--- src/rtl/i2s_dac_tx_if.sv ---
// Sample stream between an audio source and the I2S DAC transmitter.
// Latency: none, wires only.
// Backpressure: the source holds audio_valid/audio_data until it sees audio_ready high on a clk edge.
interface i2s_dac_tx_if #(
    parameter int N = 16
);
    logic [N-1:0] audio_data;
    logic         audio_valid;
    logic         audio_ready;

    modport master (output audio_data, output audio_valid, input audio_ready);
    modport slave  (input audio_data, input audio_valid, output audio_ready);
endinterface

--- src/rtl/i2s_dac_tx.sv ---
// Serialises one N-bit sample per frame onto an I2S DAC line, duplicated on left and right slots.
// Latency: codec clock edges are acted on 3 clk after they occur; the MSB leaves one bclk after the slot starts.
// Backpressure: audio_ready is low while the one-entry holding register is full; each frame start frees it.
module i2s_dac_tx #(
    parameter int N = 16
) (
    input  logic        clk,
    input  logic        reset_n,
    i2s_dac_tx_if.slave sink,
    input  logic        bclk,
    input  logic        daclrck,
    output logic        dacdat,
    output logic        underrun,
    output logic [7:0]  underrun_count
);
    localparam int CW = $clog2(N + 1);

    typedef enum logic [1:0] {WAIT_SYNC, LEFT, RIGHT} state_t;

    state_t         state;
    state_t         state_nxt;
    logic [2:0]     bclk_sync;
    logic [2:0]     lrck_sync;
    logic           bclk_fall;
    logic           lr_fall;
    logic           lr_rise;
    logic           right_start;
    logic           bit_tick;
    logic           take;
    logic           full;
    logic [N-1:0]   hold;
    logic [N-1:0]   shreg;
    logic [N-1:0]   last;
    logic [CW-1:0]  bit_cnt;

    // Two synchroniser stages plus a history stage for each codec clock.
    always_ff @(posedge clk or negedge reset_n) begin
        if (!reset_n) begin
            bclk_sync <= '0;
            lrck_sync <= '0;
        end else begin
            bclk_sync <= {bclk_sync[1:0], bclk};
            lrck_sync <= {lrck_sync[1:0], daclrck};
        end
    end

    assign bclk_fall   = bclk_sync[2] & ~bclk_sync[1];
    assign lr_fall     = lrck_sync[2] & ~lrck_sync[1];
    assign lr_rise     = ~lrck_sync[2] & lrck_sync[1];
    // Right slots only count once a left frame has been seen.
    assign right_start = lr_rise && (state != WAIT_SYNC);
    // A frame-clock edge wins over a coincident bit-clock edge.
    assign bit_tick    = bclk_fall && !lr_fall && !lr_rise && (state != WAIT_SYNC);

    assign sink.audio_ready = ~full;
    assign take             = sink.audio_valid & ~full;

    // State register.
    always_ff @(posedge clk or negedge reset_n) begin
        if (!reset_n) begin
            state <= WAIT_SYNC;
        end else begin
            state <= state_nxt;
        end
    end

    // Next state: falling frame clock opens a left slot, rising opens the right slot.
    always_comb begin
        state_nxt = state;
        if (lr_fall) begin
            state_nxt = LEFT;
        end else if (right_start) begin
            state_nxt = RIGHT;
        end
    end

    // Holding register: a same-cycle accept and frame start leaves the new sample stored.
    always_ff @(posedge clk or negedge reset_n) begin
        if (!reset_n) begin
            full <= 1'b0;
            hold <= '0;
        end else if (take) begin
            hold <= sink.audio_data;
            full <= 1'b1;
        end else if (lr_fall) begin
            full <= 1'b0;
        end
    end

    // Shift datapath, repeat-on-starvation and saturating underrun counter.
    always_ff @(posedge clk or negedge reset_n) begin
        if (!reset_n) begin
            shreg          <= '0;
            last           <= '0;
            bit_cnt        <= '0;
            dacdat         <= 1'b0;
            underrun       <= 1'b0;
            underrun_count <= '0;
        end else begin
            underrun <= 1'b0;
            if (lr_fall) begin
                bit_cnt <= CW'(N);
                dacdat  <= 1'b0;
                if (full) begin
                    shreg <= hold;
                    last  <= hold;
                end else begin
                    shreg    <= last;
                    underrun <= 1'b1;
                    if (underrun_count != 8'hFF) begin
                        underrun_count <= underrun_count + 8'd1;
                    end
                end
            end else if (right_start) begin
                shreg   <= last;
                bit_cnt <= CW'(N);
                dacdat  <= 1'b0;
            end else if (bit_tick) begin
                if (bit_cnt != '0) begin
                    dacdat  <= shreg[N-1];
                    shreg   <= shreg << 1;
                    bit_cnt <= bit_cnt - 1'b1;
                end else begin
                    dacdat <= 1'b0;
                end
            end
        end
    end
endmodule
--- src/flat_wrapper.sv ---
// flat-port wrapper written by rule: the top's interface ports become plain ports
module i2s_dac_tx_flat 
#(
    parameter int N = 16
)
  (clk, reset_n, bclk, daclrck, dacdat, underrun, underrun_count, sink_audio_data, sink_audio_valid, sink_audio_ready);
  i2s_dac_tx_if #(.N(N)) sink_i ();
  input  logic clk;
  input  logic reset_n;
  input  logic bclk;
  input  logic daclrck;
  output logic dacdat;
  output logic underrun;
  output logic [7:0] underrun_count;
  input wire logic [$bits(sink_i.audio_data)-1:0] sink_audio_data;
  input wire logic [$bits(sink_i.audio_valid)-1:0] sink_audio_valid;
  output wire logic [$bits(sink_i.audio_ready)-1:0] sink_audio_ready;
  assign sink_i.audio_data = sink_audio_data;
  assign sink_i.audio_valid = sink_audio_valid;
  assign sink_audio_ready = sink_i.audio_ready;
  i2s_dac_tx #(.N(N)) u_core (.clk(clk), .reset_n(reset_n), .sink(sink_i), .bclk(bclk), .daclrck(daclrck), .dacdat(dacdat), .underrun(underrun), .underrun_count(underrun_count));
endmodule
--- config.mk ---
export PLATFORM = sky130hd
export DESIGN_NAME = i2s_dac_tx_flat
export DESIGN_NICKNAME = d
export VERILOG_FILES = /design/src/rtl/i2s_dac_tx_if.sv /design/src/rtl/i2s_dac_tx.sv /design/src/flat_wrapper.sv
export SDC_FILE = /design/constraint.sdc
export NUM_CORES = 1
export LEC_CHECK = 0
export ABC_AREA = 1
export BUFFER_PORTS_ARGS = -buffer_cell sky130_fd_sc_hd__buf_2
export CAP_MARGIN = 25
export CORE_MARGIN = 3
export CORE_UTILIZATION = 45
export DETAILED_ROUTE_END_ITERATION = 16
export GPL_ROUTABILITY_DRIVEN = 0
export HOLD_SLACK_MARGIN = 0.02
export SLEW_MARGIN = 20
export SYNTH_ARGS = -nofsm -noshare
export SYNTH_HDL_FRONTEND = slang
export SYNTH_SLANG_ARGS = --single-unit
--- constraint.sdc ---
create_clock -name clk -period 1.6 [get_ports clk]
set_input_delay 0.08 -clock clk [delete_from_list [all_inputs] [get_ports clk]]
set_output_delay 0.08 -clock clk [all_outputs]
set_load 0.01 [all_outputs]
# == After elaboration in Yosys (flattened, before gate mapping) ==
# Cells that the tools add are included.
# totals
reg_bits,72
input_bits,21
output_inout_bits,11
word_cells,55
# classes
n_addsub,2
n_eq_ne,1
mux,19
bitwise_logic,8
n_reduce_logical,14
# op_table
operator,count
$mux W16,5
$mux W5,4
$add A8 B1 Y8 const B,1
$mux W1,8
$ne A8 B8 Y1 const B,1
$reduce_bool A2 Y1,3
$reduce_bool A3 Y1,2
$reduce_bool A5 Y1,1
$sub A5 B1 Y5 const B,1
$and A1 B1 Y1,4
$logic_and A1 B1 Y1,4
$mux W2,2
$not A1 Y1,4
$reduce_and A3 Y1,1
$logic_not A1 Y1,2
$reduce_and A2 Y1,1

# == Depth between registers and ports, before layout ==
# depth
depth_word,9
depth_mapped,10
depth_no_buf,9

# == Worst setup path before layout ==
# No wires, ideal clock.
# synth_timing
path_type,reg2reg
startpoint,reg u_core.bit_cnt[0]
endpoint,reg u_core.bit_cnt[3]
setup_time_ns,0.122
t_arrival_ns,1.259
required_ns,1.478
setup_slack_ns,0.219
stages_incl_launch_ff,9
n_path_buf,1
period_less_slack_ns,1.381
path_cell_list,dfrtp_1 inv_1 ha_1 nand4_1 nand2_2 nand2_8 buf_6 nand2_1 o21ai_1
# synth_between
elab_chain_len,5
word_cells_on_any_way,8
classes_between,add/sub: 1; mux: 4; reduce/logical: 3
# synth_lines
item,line_no,text
from (decl),i2s_dac_tx.sv:34,logic [CW-1:0] bit_cnt;
from (signal assigned),i2s_dac_tx.sv:102,bit_cnt <= CW'(N);
from (signal assigned),i2s_dac_tx.sv:116,bit_cnt <= CW'(N);
from (signal assigned),i2s_dac_tx.sv:122,bit_cnt <= bit_cnt - 1'b1;
$sub A5 B1 Y5,i2s_dac_tx.sv:122,
$mux W5,i2s_dac_tx.sv:119,if (bit_cnt != '0) begin
$mux W5,i2s_dac_tx.sv:118,end else if (bit_tick) begin
$mux W5,i2s_dac_tx.sv:114,end else if (right_start) begin
$mux W5,i2s_dac_tx.sv:101,if (lr_fall) begin
# Several ways; a longest one is shown, not always the timed one. The select of a mux whose other input is x is not followed.
# A chain may end at the register's enable or synchronous reset.

# == Final worst setup path ==
# layout_timing
startpoint,reg u_core.bit_cnt[0]
endpoint,reg u_core.bit_cnt[2]
# The elaborated chain is that of the path after synthesis.

==> metrics.cfg <==
[outcome]
status = completed

[detailed_routing]
via_per_inst = 4.65
wirelength_mm = 6.92
ant_nets = 0
drc = 0
wl_per_cell_um = 12.2
dr.pass1.iters = 6
drt_iter0_drc = 128
via_count = 2631

[grt]
grt_pass1_vias = 2519
grt_max_degree = 32
overflow = 0
grt_pass1_wl_mm = 11.9
track_usage = 0.174
antenna_found_initial = 0

[cells_and_area]
drive_gt1_frac = 0.188
insertedDiodeCount = 0
fillCellCount = 689
syn2layout_area_growth_pct = 19.6
num-nets-final = 486
fin_area_um2 = 4140

[setup_path]
cp_num_buf_inv = 1
slowest_stage = dfrtp_1
max_stage_delay_ps = 380
r2r_slack_ps = 150
cp_top_family = simple AND/OR/NAND/NOR gates
crit_required_ps = 1830
cp-end-kind = flip-flop
worstReg2RegEnd = u_core.bit_cnt[2]$_DFFE_PN0P_
worstPathArrival_ps = 1690
crit-reg2reg-launch = u_core.bit_cnt[0]$_DFFE_PN0P_
reg2reg_depth = 7
startpoint_type = flip-flop
crit_path_max_fanout = 11
crit_path_frequent_cell = nand2_4
cp_cell_sequence = inv_1 > ha_1 > nand4_1 > nand2_4 > nand2_4 > nand2_1 > o21ai_1
critPathKind = flip-flop to flip-flop

[power_and_ir_drop]
leakage_nw = 2.22
peakVddDrop_v = 0.000829
power_density_nw_per_um2 = 1420

[floorplanning]
io_pins = 32
row_count = 31
core_um2 = 7370
fp.dieH_um = 93.7
initial_core_util = 0.469
die_area_um2 = 8780
fp.dieW_um = 93.7

[sta]
final_max_slew_viol_count = 0
period_share = 0.908
final.setup.tns_ps = 0
finalSetupViolCount = 0
tightest_slew_ps = 419
slew_headroom = 0.721
finalHoldViolCount = 0
rsz0062_at_grt = no
final.setup_skew_ps = 11.6
fmax_mhz = 688
layout_min_cycle_time_ps = 1450

[placement]
dpl_cell_area_um2 = 3700
port_buffers = 31
hpwl_mm = 4.61

[cts]
cts_made_buffers = 9
path_clk_slew_ps = 70
cts_tree = built
insertion_delay_ps = 340
cts_root_buffer = clkbuf_8
clockBufferDepth = 2
cts.sinks = 72
htreeDepth = 3

[yosys]
synthesis.nets = 428
yosys.cell_types.count = 26
syn-cell-area_um2 = 3460
synth_cells = 405
yosysWarnings = 0
ys_ff_latch = 72
ys_seq_area_frac = 0.521
postSynthAreaPerCell_um2 = 8.54

[hold_path]
hp-class = primary input to asynchronous set/reset pin

[flow_run]
drv_cap = 0

sequential cells by signal, summed over array words and instances, names as in the netlist:
register,flops
u_core.last,16
u_core.full,1
u_core.underrun_count,8
u_core.state,2
u_core.shreg,16
u_core.lrck_sync,3
u_core.bit_cnt,5
u_core.dacdat,1
u_core.hold,16
u_core.bclk_sync,3
u_core.underrun,1
cell type report:
cell class,instances,area (um2),share of cell area
multi-input cells,283,1400,0.339
repair buffers,58,443,0.107
clock buffers,12,165,0.0399
flip-flops and latches,72,1800,0.435
clock inverters,3,40.0,0.00967
inverters,39,164,0.0396
well taps,99,124,0.0299
cell families after synthesis:
kind of cell,synth area share
and+or+nand+nor,0.277
adders and majority gates,0.00723
buffers and inverters,0.0821
muxes,0.0521
xor gates and xnor gates,0.0177
AOI/OAI and AO/OA,0.0434
DFF,0.521
stage by stage:
stage	total power (W)	setup slack [ps]	hold WS (ps)	instances	util
2_1_floorplan	0.00399	219	-216	405	-
4_1_cts	0.00594	78.0	196	563	0.556
6_report	0.00590	147	201	566	0.562
3_5_place_dp	0.00440	86.3	31.5	529	0.502
3_3_place_gp	0.00437	150	46.8	529	0.502
5_1_grt	0.00636	8.12	216	566	0.562
power breakdown:
group          switching [W]  internal (W)
Clock               0.000637      0.000834
Combinational       0.000973      0.000723
Sequential          0.000342       0.00239
Total                0.00195       0.00394
how the worst max path moves through the flow:
stage / slack (ps) / to / start / depth (start not counted)
6_report: 150 / u_core.bit_cnt[2]$_DFFE_PN0P_ / u_core.bit_cnt[0]$_DFFE_PN0P_ / 7
5_1_grt: 8 / u_core.underrun_count[1]$_DFFE_PN0P_ / u_core.underrun_count[1]$_DFFE_PN0P_ / 8
4_1_cts: 80 / u_core.shreg[4]$_DFFE_PN0P_ / u_core.bit_cnt[0]$_DFFE_PN0P_ / 8
3_5_place_dp: 90 / u_core.shreg[8]$_DFFE_PN0P_ / u_core.bit_cnt[0]$_DFFE_PN0P_ / 8
3_3_place_gp: 150 / u_core.shreg[13]$_DFFE_PN0P_ / u_core.bit_cnt[0]$_DFFE_PN0P_ / 8
2_1_floorplan: 220 / u_core.bit_cnt[3]$_DFFE_PN0P_ / u_core.bit_cnt[0]$_DFFE_PN0P_ / 8
cells in the mapped netlist, drive strengths merged:
master / instances / area share
nand2: 174 / 0.21
dfrtp: 72 / 0.52
inv: 39 / 0.045
nor2: 37 / 0.044
o21ai: 26 / 0.038
mux2: 16 / 0.052
buf: 13 / 0.037
nand3: 6 / 0.0087
nor3: 5 / 0.0087
xor2: 5 / 0.013
a21oi: 4 / 0.0058
nand4: 3 / 0.0054
ha: 2 / 0.0072
xnor2: 2 / 0.0051
nand3b: 1 / 0.0022
what timing repair did:
action                                  4_1_cts  5_1_grt
endpoints found under the hold margin        77        0
resized for setup                             0        3
setup buffers                                 0        1
hold buffers                                 19        0
endpoints found under the setup margin        0       17
per-layer routing:
layer / GRT usage / wire length, um / vias up
met5: 0 / 0 / -
met4: 0.0758 / 129 / 0
met3: 0.0321 / 248 / 10
met2: 0.260 / 2980 / 51
met1: 0.247 / 3560 / 1205
li1: - / - / 1365
worst register-to-register path, stage by stage (launching register included):
cell and delay (ps):
dfrtp_1 380, inv_1 110, ha_1 210, nand4_1 180, nand2_4 190, nand2_4 130
nand2_1 90, o21ai_1 60
cell usage in the layout, fill, tap and decap left out, types with 5 or more instances in the layout:
master	instances
buf_2	31
buf_4	5
clkbuf_8	12
dfrtp_1	72
dlygate4sd3_1	19
inv_1	33
mux2_2	16
nand2_1	167
nand3_1	6
nor2_1	35
o21ai_0	16
o21ai_1	10
xor2_1	5
Power figures use the tool's default switching activity.
